===== src/rtl/hazard_ctrl.sv =====
// Pipeline hazard controller for the 5-stage RV32I core: forwarding selects, load-use
// stalls, multi-cycle redirect flushes, dmem-wait freezes and saturating event counters.
module hazard_ctrl #(
    parameter int unsigned RA_W     = 5,
    parameter int unsigned IMEM_LAT = 1,
    parameter int unsigned CNT_W    = 16
) (
    input  logic             clk,
    input  logic             rst_n,
    input  logic [RA_W-1:0]  id_rs1,
    input  logic [RA_W-1:0]  id_rs2,
    input  logic             id_uses_rs1,
    input  logic             id_uses_rs2,
    input  logic [RA_W-1:0]  ex_rs1,
    input  logic [RA_W-1:0]  ex_rs2,
    input  logic [RA_W-1:0]  ex_rd,
    input  logic             ex_reg_write,
    input  logic             ex_is_load,
    input  logic [RA_W-1:0]  mem_rd,
    input  logic             mem_reg_write,
    input  logic             mem_is_load,
    input  logic [RA_W-1:0]  wb_rd,
    input  logic             wb_reg_write,
    input  logic             ex_redirect,
    input  logic             mem_req,
    input  logic             mem_ready,
    output logic             stall_if,
    output logic             stall_id,
    output logic             bubble_ex,
    output logic             flush_id,
    output logic             freeze,
    output logic [1:0]       fwd_rs1_sel,
    output logic [1:0]       fwd_rs2_sel,
    output logic [CNT_W-1:0] stall_cnt,
    output logic [CNT_W-1:0] flush_cnt,
    output logic [CNT_W-1:0] wait_cnt
);

    localparam int unsigned   FC_W    = 3;
    localparam logic [FC_W-1:0] FC_LOAD = FC_W'(IMEM_LAT);

    typedef enum logic [1:0] {
        RUN   = 2'd0,
        FLUSH = 2'd1,
        WAIT  = 2'd2
    } state_t;

    state_t          state_q, state_n;
    logic [FC_W-1:0] fcnt_q, fcnt_n;

    logic load_use, mem_wait, flushing;
    logic stall_if_c, stall_id_c, bubble_ex_c, flush_id_c, freeze_c, stall_evt_c;
    logic [1:0] fwd1_c, fwd2_c;

    // Hazard conditions; a non-zero flush count means the wrong-path window is still open
    always_comb begin
        load_use = ex_is_load & ex_reg_write & (ex_rd != '0) &
                   ((id_uses_rs1 & (id_rs1 == ex_rd)) | (id_uses_rs2 & (id_rs2 == ex_rd)));
        mem_wait = (state_q == WAIT) ? ~mem_ready : (mem_req & ~mem_ready);
        flushing = (fcnt_q != '0);
    end

    // State register and flush counter
    always_ff @(posedge clk or negedge rst_n) begin
        if (!rst_n) begin
            state_q <= RUN;
            fcnt_q  <= '0;
        end else begin
            state_q <= state_n;
            fcnt_q  <= fcnt_n;
        end
    end

    // Next state and control outputs; dmem wait > redirect > flush window > load-use
    always_comb begin
        state_n     = state_q;
        fcnt_n      = fcnt_q;
        stall_if_c  = 1'b0;
        stall_id_c  = 1'b0;
        bubble_ex_c = 1'b0;
        flush_id_c  = 1'b0;
        freeze_c    = 1'b0;
        stall_evt_c = 1'b0;
        if (mem_wait) begin
            freeze_c   = 1'b1;
            stall_if_c = 1'b1;
            stall_id_c = 1'b1;
            state_n    = WAIT;
        end else if (ex_redirect) begin
            flush_id_c  = 1'b1;
            bubble_ex_c = 1'b1;
            fcnt_n      = FC_LOAD;
            state_n     = (IMEM_LAT != 0) ? FLUSH : RUN;
        end else if (flushing) begin
            flush_id_c = 1'b1;
            fcnt_n     = fcnt_q - FC_W'(1);
            state_n    = (fcnt_q == FC_W'(1)) ? RUN : FLUSH;
        end else begin
            state_n = RUN;
            if (load_use) begin
                stall_if_c  = 1'b1;
                stall_id_c  = 1'b1;
                bubble_ex_c = 1'b1;
                stall_evt_c = 1'b1;
            end
        end
    end

    // MEM result beats WB data; x0 is never forwarded and loads in MEM are not forwardable
    function automatic logic [1:0] fwd_sel(input logic [RA_W-1:0] rs,
                                           input logic            mem_ok,
                                           input logic [RA_W-1:0] mrd,
                                           input logic            wb_ok,
                                           input logic [RA_W-1:0] wrd);
        if (mem_ok && (mrd != '0) && (mrd == rs))
            return 2'd1;
        else if (wb_ok && (wrd != '0) && (wrd == rs))
            return 2'd2;
        return 2'd0;
    endfunction

    always_comb begin
        fwd1_c = fwd_sel(ex_rs1, mem_reg_write & ~mem_is_load, mem_rd, wb_reg_write, wb_rd);
        fwd2_c = fwd_sel(ex_rs2, mem_reg_write & ~mem_is_load, mem_rd, wb_reg_write, wb_rd);
    end

    // Controls are combinational from the current cycle; reset forces them low at once
    assign stall_if    = stall_if_c  & rst_n;
    assign stall_id    = stall_id_c  & rst_n;
    assign bubble_ex   = bubble_ex_c & rst_n;
    assign flush_id    = flush_id_c  & rst_n;
    assign freeze      = freeze_c    & rst_n;
    assign fwd_rs1_sel = fwd1_c & {2{rst_n}};
    assign fwd_rs2_sel = fwd2_c & {2{rst_n}};

    // Saturating event counters
    always_ff @(posedge clk or negedge rst_n) begin
        if (!rst_n) begin
            stall_cnt <= '0;
            flush_cnt <= '0;
            wait_cnt  <= '0;
        end else begin
            if (stall_evt_c && (stall_cnt != '1)) stall_cnt <= stall_cnt + CNT_W'(1);
            if (flush_id_c  && (flush_cnt != '1)) flush_cnt <= flush_cnt + CNT_W'(1);
            if (freeze_c    && (wait_cnt  != '1)) wait_cnt  <= wait_cnt  + CNT_W'(1);
        end
    end

    // A load still in MEM feeding EX means the load-use stall was missed upstream
    a_no_load_fwd_rs1: assert property (@(posedge clk) disable iff (!rst_n)
        !(mem_is_load && (mem_rd != '0) && (mem_rd == ex_rs1)));
    a_no_load_fwd_rs2: assert property (@(posedge clk) disable iff (!rst_n)
        !(mem_is_load && (mem_rd != '0) && (mem_rd == ex_rs2)));

endmodule


===== config.mk =====
export PLATFORM = sky130hd
export DESIGN_NAME = hazard_ctrl
export DESIGN_NICKNAME = d
export VERILOG_FILES = /design/src/rtl/hazard_ctrl.sv
export SDC_FILE = /design/constraint.sdc
export NUM_CORES = 1
export LEC_CHECK = 0
export ABC_CLOCK_PERIOD_IN_PS = 3000
export CAP_MARGIN = 20
export CORE_UTILIZATION = 30
export DETAILED_ROUTE_END_ITERATION = 10
export PLACE_DENSITY_LB_ADDON = 0.05
export SYNTH_ARGS = -nofsm -noshare
export SYNTH_HDL_FRONTEND = slang
export SYNTH_SLANG_ARGS = --single-unit

===== constraint.sdc =====
create_clock -name clk -period 3 [get_ports clk]
set_clock_uncertainty 0.15 [all_clocks]
set_input_delay 0.6 -clock clk [delete_from_list [all_inputs] [get_ports clk]]
set_output_delay 0.6 -clock clk [all_outputs]
set_load 0.005 [all_outputs]

==> flow_metrics.env <==
export IMPL_fmax_ghz=0.3311
export IMPL_clock_sinks=53
export IMPL_async_reset_ff_share_pct=100.0
export IMPL_syn_to_final_growth_pct=53.12
export IMPL_synthDistinctLibCells=41
export IMPL_slew_headroom_pct=67.75
export IMPL_die_h_um=100.8
export IMPL_regToRegEndpoint="stall_cnt[1]$_DFFE_PN0P_"
export IMPL_place_area_um2=4292
export IMPL_wirelength_um=7313
export IMPL_drcViolationCount=0
export IMPL_fillerInstances=929
export IMPL_clockBufferDepth=2
export IMPL_finalNetCount=472
export IMPL_grt_pass1_wl_um=11870
export IMPL_synth_cells=278
export IMPL_ir_drop_uv=300.8
export IMPL_portBuffers=103
export IMPL_grt_pass1_vias=2430
export IMPL_fin_crit_ns=3.020
export IMPL_synth_avg_cell_area_um2=10.54
export IMPL_die_w_um=100.8
export IMPL_synth_most_common_cell="dfrtp_1"
export IMPL_drtAntennaViolNets=0
export IMPL_hp_class="input pin to async pin"
export IMPL_cts_tree="done"
export IMPL_avgRoutedWirePerCell_um=13.32
export IMPL_synth_seq_area_share_pct=45.26
export IMPL_globalplace_congestion=0.7917
export IMPL_row_count=35
export IMPL_powerDensity_nw_per_um2=470.8
export IMPL_drv_cap=0
export IMPL_status="finished with violations"
export IMPL_worst_slew_pin_slew_ns=0.4837
export IMPL_antennaDiodeCount=0
export IMPL_start_kind="input pin"
export IMPL_synth_area_um2=2930
export IMPL_rsz0062_at_grt="yes"
export IMPL_power_leakage_uw=0.001940
export IMPL_syn_nets=331
export IMPL_cp_end_kind="primary output"
export IMPL_violations="negative setup slack"
export IMPL_path_max_fanout=2
export IMPL_insertion_delay_ns=0.30
export IMPL_synth_top_area_cell="dfrtp_1"
export IMPL_initial_utilization_pct=31.27
export IMPL_dpl_worst_slack_ns=-0.5608
export IMPL_synth_top_area_share_pct=45.26
export IMPL_dp_hpwl_um=5573
export IMPL_drive_gt1_share_pct=18.57
export IMPL_vias=2532
export IMPL_cts_made_buffers=5
export IMPL_grt_start_max_net_pins=39
export IMPL_synth_top_cells_by_area="dfrtp_1 (45%), xnor2_1 (12%), xor2_1 (9.6%)"
export IMPL_die_area_um2=10170
export IMPL_htree_levels=2
export IMPL_antenna_found_initial=0
export IMPL_drt_iter0_drc=54
export IMPL_num_io_pins=104
export IMPL_path_clk_slew_ns=0.10
export IMPL_finalHoldViolCount=0
export IMPL_firstDrtPassIters=4
export IMPL_r2r_setup_slack_ns=0.35
export IMPL_hold_buffers=0
export IMPL_timing_rr_start="fcnt_q[0]$_DFFE_PN0P_"
export IMPL_critPathKind="input pin to primary output"
export IMPL_setup_violations=1
export IMPL_arrival_ns=2.27
export IMPL_synth_ff_type="dfrtp_1"
export IMPL_core_um2=9371
export IMPL_cts_root_buf="clkbuf_8"
export IMPL_grt_util_all_layers_pct=15.08
export IMPL_grt_overflow_total=0
export IMPL_synth_warnings=0
export IMPL_setup_ws_ns=-0.02022
export IMPL_via_per_inst=4.612
export IMPL_power_uw=2112
export IMPL_ys_seq_elements=53
export IMPL_synth_edf_count=0
export IMPL_worstPathRequired_ns=2.25
export IMPL_reg2regPathDepth=8
export IMPL_design_area_um2=4487
export IMPL_final_max_slew_viol_count=0
export IMPL_ys_top_cells_by_count="dfrtp_1 (53), xnor2_1 (40), xor2_1 (32)"
export IMPL_period_share_pct=100.7
## worst max path at each step
stage	cells past startpoint	endpoint	slack, ns	from
after global routing	10	bubble_ex	-0.1	id_rs2[3]
after CTS	10	bubble_ex	-0.06	ex_rd[2]
after global placement	8	bubble_ex	-0.51	ex_rd[3]
after detailed placement	8	bubble_ex	-0.56	ex_rd[3]
final	10	bubble_ex	-0.02	id_rs2[3]
after floorplan	7	stall_if	0.43	ex_rd[3]
## sequential cells by signal, indices dropped and copies added (netlist names)
signal / cells
fcnt_q: 3
flush_cnt: 16
stall_cnt: 16
state_q: 2
wait_cnt: 16
## timing repair
item | 4_1_cts | 5_1_grt
pin swaps | 11 | 7
setup buffers | 8 | 2
setup endpoints to repair | 8 | 9
endpoints found under the hold margin | 0 | 0
resized for setup | 44 | 16
gates cloned | 0 | 0
## worst max-delay path, cell delays in order
cell and delay [ns]:
clkdlybuf4s50_1 0.41, xnor2_1 0.12, and2_2 0.18, a32oi_1 0.26, nor3_2 0.10, buf_4 0.14
buf_4 0.13, a21oi_2 0.14, nor3b_2 0.05, buf_2 0.12
## cell usage in the layout, fill, tap and decap left out, types with 3 or more instances in the layout
cell type	count
clkdlybuf4s50_1	76
dfrtp_1	53
xnor2_1	40
buf_4	34
xor2_1	32
nand3_1	21
nand2_1	17
nor2_1	15
dlygate4sd2_1	13
nand4_1	11
and3_1	9
and2_1	6
ha_1	6
clkbuf_8	6
inv_1	5
a21oi_1	5
nor4_2	4
nor4_1	4
or4_1	4
and4_1	4
clkdlybuf4s15_1	4
buf_2	4
nor2b_1	3
mux2_2	3
and3_2	3
a31oi_1	3
clkbuf_2	3
## routing by layer
metal / track usage (%) / share of wire, %
met3: 2.843 / 3.6
met2: 26.55 / 53
met1: 18.69 / 42
met4: 4.571 / 1.2
met5: 0 / 0
## cell type report
type | count | area [um2] | share of cell area, %
Clock buffer | 6 | 82.58 | 1.840
Clock inverter | 2 | 13.76 | 0.3067
Inverter | 5 | 18.77 | 0.4183
Multi-Input combinational cell | 216 | 1623 | 36.17
Sequential cell | 53 | 1326 | 29.56
Tap cell | 129 | 161.4 | 3.597
Timing Repair Buffer | 138 | 1261 | 28.11
## power by group
part           leakage (uW)  internal [uW]  total [uW]  switching (uW)
clock network     0.0000512            188         430             242
logic               0.00118            436         707             271
registers          0.000707            832         976             144
total               0.00194           1460        2110             657
## stage by stage
step / std cells / util [%] / hold slack (ns) / setup TNS (ns)
floorplan: 278 / - / 0.1544 / 0
global placement: 531 / 45.79 / 0.3262 / -3.259
detailed placement: 531 / 45.79 / 0.3324 / -3.445
CTS: 547 / 47.45 / 0.2188 / -0.09496
global route: 549 / 47.88 / 0.2475 / -0.1063
finish: 549 / 47.88 / 0.1889 / -0.02022
## logic make-up after synthesis
group,synth area share (%)
xor gates and xnor gates,21.52
AOI/OAI and AO/OA,4.996
adders and majority gates,2.562
DFF,45.26
and+or+nand+nor,22.97
buffers and inverters,1.537
muxes,1.153
Power figures use the tool's default switching activity.
